File: config.mk
export PLATFORM = sky130hd
export DESIGN_NAME = rca_dispatch_unit
export DESIGN_NICKNAME = d
export VERILOG_FILES = /design/src/rtl/riscv_types_pkg.sv /design/src/rtl/rca_dispatch_unit_pkg.sv /design/src/rtl/rca_dispatch_unit_cfg_fifo.sv /design/src/rtl/rca_dispatch_unit.sv
export SDC_FILE = /design/constraint.sdc
export NUM_CORES = 1
export LEC_CHECK = 0
export CAP_MARGIN = 40
export CELL_PAD_IN_SITES_DETAIL_PLACEMENT = 1
export CELL_PAD_IN_SITES_GLOBAL_PLACEMENT = 1
export CORE_MARGIN = 3
export CORE_UTILIZATION = 49
export CTS_CLUSTER_DIAMETER = 100
export DETAILED_ROUTE_END_ITERATION = 8
export PLACE_DENSITY_LB_ADDON = 0.1
export REMOVE_ABC_BUFFERS = 1
export SETUP_SLACK_MARGIN = 0.5
export SYNTH_ARGS = -nofsm -noshare
export SYNTH_HDL_FRONTEND = slang
export SYNTH_SLANG_ARGS = --single-unit
export TNS_END_PERCENT = 50
File: constraint.sdc
create_clock -name clk -period 4.2 [get_ports clk]
set_input_delay 0.63 -clock clk [delete_from_list [all_inputs] [get_ports clk]]
set_output_delay 0.63 -clock clk [all_outputs]
set_load 0.1 [all_outputs]
File: src/rtl/riscv_types_pkg.sv
// Shared RISC-V decode types; only the RCA custom-opcode function encodings live here for now.
package riscv_types_pkg;

    typedef enum logic [2:0] {
        RCA_USE_FB     = 3'b000,
        RCA_CPU_REG    = 3'b001,
        RCA_GRID_MUX   = 3'b010,
        RCA_IO_MUX     = 3'b011,
        RCA_RESULT_MUX = 3'b100,
        RCA_IO_USE     = 3'b101,
        RCA_USE_NFB    = 3'b110
    } rca_fn3_e;

    localparam logic [6:0] RCA_FN7_ENABLE = 7'b100_0000;

endpackage

File: src/rtl/rca_dispatch_unit_pkg.sv
// Request structs and decode helpers shared by the RCA dispatch front-end and its config FIFO.
package rca_dispatch_unit_pkg;
    import riscv_types_pkg::*;

    localparam int RCA_MAX_UNITS = 32;
    localparam int RCA_SEL_MAX_W = $clog2(RCA_MAX_UNITS);

    typedef struct packed {
        logic [RCA_SEL_MAX_W-1:0] sel;
        logic [2:0]               cfg_type;
        logic [31:0]              data1;
        logic [31:0]              data2;
    } rca_cfg_req_t;

    typedef struct packed {
        logic [RCA_SEL_MAX_W-1:0] sel;
        logic                     fb;
        logic [31:0]              rs1;
        logic [31:0]              rs2;
        logic [4:0]               rd_addr;
    } rca_use_req_t;

    function automatic logic rca_is_cfg_op(input logic [2:0] fn3);
        return (fn3 == RCA_CPU_REG) || (fn3 == RCA_GRID_MUX) || (fn3 == RCA_IO_MUX) ||
               (fn3 == RCA_RESULT_MUX) || (fn3 == RCA_IO_USE);
    endfunction

    function automatic logic rca_is_use_op(input logic [2:0] fn3);
        return (fn3 == RCA_USE_FB) || (fn3 == RCA_USE_NFB);
    endfunction

endpackage

File: src/rtl/rca_dispatch_unit_cfg_fifo.sv
// rca_cfg_fifo: parametrised FIFO with registered head and occupancy count.
module rca_cfg_fifo #(
    parameter int DEPTH = 4,
    parameter int WIDTH = 8,
    localparam int PTR_W = $clog2(DEPTH),
    localparam int CNT_W = $clog2(DEPTH + 1)
) (
    input  logic             clk,
    input  logic             rst_n,
    input  logic             push,
    input  logic [WIDTH-1:0] push_data,
    input  logic             pop,
    output logic [WIDTH-1:0] pop_data,
    output logic             valid,
    output logic [CNT_W-1:0] count
);

    logic [WIDTH-1:0] mem [DEPTH];
    logic [PTR_W-1:0] rd_ptr;
    logic [PTR_W-1:0] wr_ptr;
    logic             do_push;
    logic             do_pop;

    // Push is refused when full even if a pop happens the same cycle, so there is no pass-through.
    assign do_push  = push && (count != CNT_W'(DEPTH));
    assign do_pop   = pop && (count != '0);
    assign pop_data = mem[rd_ptr];
    assign valid    = (count != '0);

    always_ff @(posedge clk or negedge rst_n) begin
        if (!rst_n) begin
            for (int i = 0; i < DEPTH; i++) begin
                mem[i] <= '0;
            end
            rd_ptr <= '0;
            wr_ptr <= '0;
            count  <= '0;
        end else begin
            if (do_push) begin
                mem[wr_ptr] <= push_data;
                wr_ptr      <= wr_ptr + PTR_W'(1);
            end
            if (do_pop) begin
                rd_ptr <= rd_ptr + PTR_W'(1);
            end
            if (do_push && !do_pop) begin
                count <= count + CNT_W'(1);
            end else if (do_pop && !do_push) begin
                count <= count - CNT_W'(1);
            end
        end
    end

endmodule

File: src/rtl/rca_dispatch_unit.sv
// RCA dispatch front-end: config writes queue into a FIFO, use ops wait until their target's config drains.
// Optional build macro RCA_ILLEGAL_TRAP_EN makes consumed illegal encodings pulse illegal_valid.
module rca_dispatch_unit
    import riscv_types_pkg::*, rca_dispatch_unit_pkg::*;
#(
    parameter int NUM_RCAS       = 4,
    parameter int CFG_FIFO_DEPTH = 4,
    localparam int SEL_W = (NUM_RCAS > 1) ? $clog2(NUM_RCAS) : 1,
    localparam int CNT_W = $clog2(CFG_FIFO_DEPTH + 1)
) (
    input  logic                clk,
    input  logic                rst_n,
    input  logic                issue_valid,
    output logic                issue_ready,
    input  logic [6:0]          issue_fn7,
    input  logic [2:0]          issue_fn3,
    input  logic [31:0]         issue_rs1,
    input  logic [31:0]         issue_rs2,
    input  logic [4:0]          issue_rd_addr,
    output logic                cfg_valid,
    input  logic                cfg_ready,
    output logic [SEL_W-1:0]    cfg_sel,
    output logic [2:0]          cfg_type,
    output logic [31:0]         cfg_data1,
    output logic [31:0]         cfg_data2,
    output logic                use_valid,
    input  logic                use_ready,
    output logic [SEL_W-1:0]    use_sel,
    output logic                use_fb,
    output logic [31:0]         use_rs1,
    output logic [31:0]         use_rs2,
    output logic [4:0]          use_rd_addr,
    output logic [NUM_RCAS-1:0] cfg_pending,
    output logic                illegal_valid
);

    typedef enum logic {USE_EMPTY, USE_FULL} use_state_e;

    use_state_e    use_state;
    use_state_e    use_state_next;
    rca_use_req_t  use_q;
    rca_cfg_req_t  fifo_head;
    rca_cfg_req_t  fifo_in;
    logic [CNT_W-1:0] fifo_count;
    logic [CNT_W-1:0] pend_cnt [NUM_RCAS];
    logic [NUM_RCAS-1:0] pend_inc;
    logic [NUM_RCAS-1:0] pend_dec;
    logic [SEL_W-1:0] sel;
    logic is_legal;
    logic is_cfg;
    logic is_use;
    logic cfg_accept;
    logic use_accept;
    logic cfg_hs;

    // An index below NUM_RCAS also guarantees fn7[5:SEL_W] is zero, since NUM_RCAS <= 2**SEL_W.
    assign sel      = issue_fn7[SEL_W-1:0];
    assign is_legal = issue_fn7[6] && (issue_fn7[5:0] < 6'(NUM_RCAS)) && (issue_fn3 != 3'b111);
    assign is_cfg   = is_legal && rca_is_cfg_op(issue_fn3);
    assign is_use   = is_legal && rca_is_use_op(issue_fn3);

    always_comb begin
        issue_ready = 1'b1;
        if (is_cfg) begin
            issue_ready = (fifo_count < CNT_W'(CFG_FIFO_DEPTH));
        end else if (is_use) begin
            issue_ready = ((use_state == USE_EMPTY) || use_ready) && !cfg_pending[sel];
        end
    end

    assign cfg_accept = issue_valid && issue_ready && is_cfg;
    assign use_accept = issue_valid && issue_ready && is_use;
    assign cfg_hs     = cfg_valid && cfg_ready;

    assign fifo_in = '{sel: RCA_SEL_MAX_W'(sel), cfg_type: issue_fn3,
                       data1: issue_rs1, data2: issue_rs2};

    rca_cfg_fifo #(
        .DEPTH (CFG_FIFO_DEPTH),
        .WIDTH ($bits(rca_cfg_req_t))
    ) u_cfg_fifo (
        .clk       (clk),
        .rst_n     (rst_n),
        .push      (cfg_accept),
        .push_data (fifo_in),
        .pop       (cfg_hs),
        .pop_data  (fifo_head),
        .valid     (cfg_valid),
        .count     (fifo_count)
    );

    assign cfg_sel   = SEL_W'(fifo_head.sel);
    assign cfg_type  = fifo_head.cfg_type;
    assign cfg_data1 = fifo_head.data1;
    assign cfg_data2 = fifo_head.data2;

    always_comb begin
        pend_inc    = '0;
        pend_dec    = '0;
        cfg_pending = '0;
        for (int i = 0; i < NUM_RCAS; i++) begin
            pend_inc[i]    = cfg_accept && (sel == SEL_W'(i));
            pend_dec[i]    = cfg_hs && (cfg_sel == SEL_W'(i));
            cfg_pending[i] = (pend_cnt[i] != '0);
        end
    end

    always_ff @(posedge clk or negedge rst_n) begin
        if (!rst_n) begin
            for (int i = 0; i < NUM_RCAS; i++) begin
                pend_cnt[i] <= '0;
            end
        end else begin
            for (int i = 0; i < NUM_RCAS; i++) begin
                if (pend_inc[i] && !pend_dec[i]) begin
                    pend_cnt[i] <= pend_cnt[i] + CNT_W'(1);
                end else if (pend_dec[i] && !pend_inc[i]) begin
                    pend_cnt[i] <= pend_cnt[i] - CNT_W'(1);
                end
            end
        end
    end

    always_ff @(posedge clk or negedge rst_n) begin
        if (!rst_n) begin
            use_state <= USE_EMPTY;
            use_q     <= '0;
        end else begin
            use_state <= use_state_next;
            if (use_accept) begin
                use_q <= '{sel: RCA_SEL_MAX_W'(sel), fb: (issue_fn3 == RCA_USE_FB),
                           rs1: issue_rs1, rs2: issue_rs2, rd_addr: issue_rd_addr};
            end
        end
    end

    // A new accept while draining keeps the slot full with the fresh op.
    always_comb begin
        use_state_next = use_state;
        case (use_state)
            USE_EMPTY: if (use_accept) use_state_next = USE_FULL;
            USE_FULL:  if (use_ready && !use_accept) use_state_next = USE_EMPTY;
            default:   use_state_next = USE_EMPTY;
        endcase
    end

    assign use_valid   = (use_state == USE_FULL);
    assign use_sel     = SEL_W'(use_q.sel);
    assign use_fb      = use_q.fb;
    assign use_rs1     = use_q.rs1;
    assign use_rs2     = use_q.rs2;
    assign use_rd_addr = use_q.rd_addr;

`ifdef RCA_ILLEGAL_TRAP_EN
    logic illegal_q;

    always_ff @(posedge clk or negedge rst_n) begin
        if (!rst_n) begin
            illegal_q <= 1'b0;
        end else begin
            illegal_q <= issue_valid && !is_legal;
        end
    end

    assign illegal_valid = illegal_q;
`else
    assign illegal_valid = 1'b0;
`endif

endmodule

==> impl_results.md <==
* Post-route setup TNS at 0 ps
* Hold buffers post-CTS at 0
* Die Area at 34320 um^2
* RD Place Congestion at 0.7250
* Drt via density at about 5.6
* Clock Latency Late Sink at 520 ps
* Critical path type: input pin to output port
* Average wire per standard cell at ~23 um
* Min-delay worst type: input pin to async pin
* # fillers at 2717
* Max Cap Violations at 0
* Final hold vios at 0
* Post-CTS setup buffer count at 0
* Initial cell density of the core at roughly 50%
* Met1 Track Usage GR at 29.67%
* CTS Buf Count at 41
* Max clock buf depth at 3
* Pin count of the biggest net entering global routing at 86
* Gr usage total at 23.45%
* Post-Syn Area at 15740 um^2
* Post-synth top area share at 58.49%
* Ports at 233
* Layout Nets at 1349
* Clk slew on worst S/H paths at 60 ps
* R2r setup slk at 1440 ps
* Worst EP required at 3570 ps
* # clock sinks at 368
* Vias in the first global route at 10909
* Max_slew headroom at 51.11%
* Main synth FF type: dfrtp_1
* Post-synth EDFFs at 0
* First-pass GRT wire length at 62.46 mm
* Final setup fails at 0
* Drt drc at 0
* Post-layout min period at 3375 ps
* Synthesized flop and latch total at 368
* Met3 Usage GRT at 5.106%
* Core area at 31640 um^2
* Critical Path Source Type: input pin
* Min Hold Slack at 130.5 ps
* Peak VDD IR at 0.0003738 V
* Yosys cell types at 35
* Synth Instances at 938
* Most frequent cells after synthesis: dfrtp_1 (368), mux2_2 (347), mux4_2 (69)
* # rows at 65
* Initial antenna violation count at 0
* Final max-slew violation count at 0
* Count leader, synth: dfrtp_1
* Max Freq at 296.3 MHz
* Leakage dissipation at 10.26 nW
* Status: completed
* N_diodes at 0
* Total detailed-routing wirelength at 39.01 mm
* Synth area leaders: dfrtp_1 (58%), mux2_2 (25%), mux4_2 (9.9%), ha_1 (0.72%), buf_1 (0.64%)
* Via count at 9357
* Pwr/cell area at 539.4 nW/um^2
* Final Cycle Share at 80.36%
* Root Buffer: clkbuf_16
* Worst-path fanout max at 13
* IO Port Bufs at 231
* Post-DP HPWL at 24.90 mm
* Chip Width at 185.3 um
* Unrepaired setup endpoints after global routing: false
* Antenna viol nets, final at 0
* Final Skew at around 12 ps
* Area grow syn2layout at 33.43%
* Async S/R FF share, synth at between 90% and 100%
* Max H-tree Level at 2
* GRT Residual Overflow at 0
* Post-synth top area cell: dfrtp_1
* Slew @ Worst Pin at approximately 730 ps
* Post-synthesis area per instance at ~17 um^2
* Busiest grt layer: met2
* TritonRoute pass-1 iters at 4
* CTS tree: yes
* Post_cts resized at 0
* M2 GR Usage at 41.45%
* Die Ht at between 150 and 200 um
* Crit. End Element: output port
* Yosys warning count at 0
* Layout cells sized above 1 at 51.17%
* Initial DRC count at 189
* Seq/Total Area, Yosys at between 50% and 60%
* Crit path arrival time at 2750 ps
## metal layers
metal | vias to the layer above | wire length [um] | share of wire [%]
li1 | 4098 | - | -
met2 | 209 | 20460 | 52
met5 | - | 0 | 0
met4 | 0 | 802 | 2.1
met1 | 4987 | 15820 | 41
met3 | 63 | 1928 | 4.9
## path summary, 6_finish.rpt
path                                             startpoint                              end  cells past startpoint
max                                            issue_fn7[0]                      issue_ready                      6
min                                                   rst_n  u_cfg_fifo.mem[158]$_DFFE_PN0P_                      1
max reg2reg                u_cfg_fifo.rd_ptr[1]$_DFFE_PN0P_         pend_cnt[10]$_DFFE_PN0P_                      6
min reg2reg                          use_sel[0]$_DFFE_PN0P_           use_sel[0]$_DFFE_PN0P_                      1
max in group asynchronous                             rst_n  u_cfg_fifo.mem[104]$_DFFE_PN0P_                      2
min in group clk                     use_sel[0]$_DFFE_PN0P_           use_sel[0]$_DFFE_PN0P_                      1
## critical path, stage by stage
cell and delay [ps]:
clkdlybuf4s50_1 770, nor4b_1 360, o211ai_1 230, a32o_1 330
nand4b_1 120, buf_4 300
## logic make-up after synthesis
kind of cell	share of synthesized area, %
fa+ha+maj	1.351
other cells	0.02382
compound gates	0.5245
simple gates	1.367
mux	35.12
buf+inv	2.066
xor+xnor	1.057
flops	58.49
## cell type report
class                      instances  area, um^2  share of cell area, %
sequential                       368        9216                  43.87
multi-input combinational        502        6260                  29.80
timing repair buffer             327        3598                  17.13
clock buffer                      65        1299                  6.183
tap                              402       503.0                  2.394
clock inverter                     7       88.84                 0.4229
inverter                          11       41.29                 0.1966
## registers in the layout, summed over array words and instances (netlist names)
name,flops
u_cfg_fifo.mem,276
use_rs1,32
use_rs2,32
pend_cnt,12
use_rd_addr,5
u_cfg_fifo.count,3
u_cfg_fifo.rd_ptr,2
u_cfg_fifo.wr_ptr,2
use_sel,2
use_fb,1
use_valid,1
## cells in the final DEF (no fill, tap or decap), types with 2 or more instances in the layout
cell / synthesis / routed
buf_8: 0 / 76
ha_1: 9 / 9
clkdlybuf4s50_1: 0 / 160
dfrtp_1: 368 / 366
nand3_4: 0 / 4
buf_16: 0 / 3
o211ai_1: 2 / 2
nand4b_1: 2 / 2
fa_1: 5 / 5
clkinv_2: 0 / 4
bufinv_16: 0 / 2
xor2_1: 11 / 11
mux4_2: 69 / 69
nor2_1: 7 / 7
clkbuf_16: 0 / 43
nand3_1: 6 / 2
nor4b_1: 2 / 2
mux2_1: 6 / 6
nor4_1: 2 / 2
mux2_2: 347 / 347
xnor2_1: 8 / 8
inv_1: 11 / 11
or3_1: 6 / 6
clkbuf_8: 0 / 14
clkbuf_1: 11 / 8
nor3_1: 4 / 4
and3_1: 2 / 2
buf_4: 1 / 79
nand2_1: 3 / 3
buf_12: 0 / 9
dfrtp_4: 0 / 2
## report_power, final
part	leakage, nW	internal, mW	switching, mW
clock network	0.688	2.23	1.38
registers	5.05	3.91	0.374
logic	4.51	1.26	2.18
## stage by stage
step,cell area [um^2],setup slack (ps),util [%],power (mW),std cells
floorplan,15460,-1026,-,6.601,881
global placement,18410,716.5,58.19,7.458,1532
detailed placement,19620,526.6,62.01,7.791,1610
CTS,21010,804.7,66.40,11.48,1682
global route,21010,672.5,66.40,11.83,1682
finish,21010,824.7,66.40,11.33,1682
Note: power is estimated with default switching activity, not from simulation.
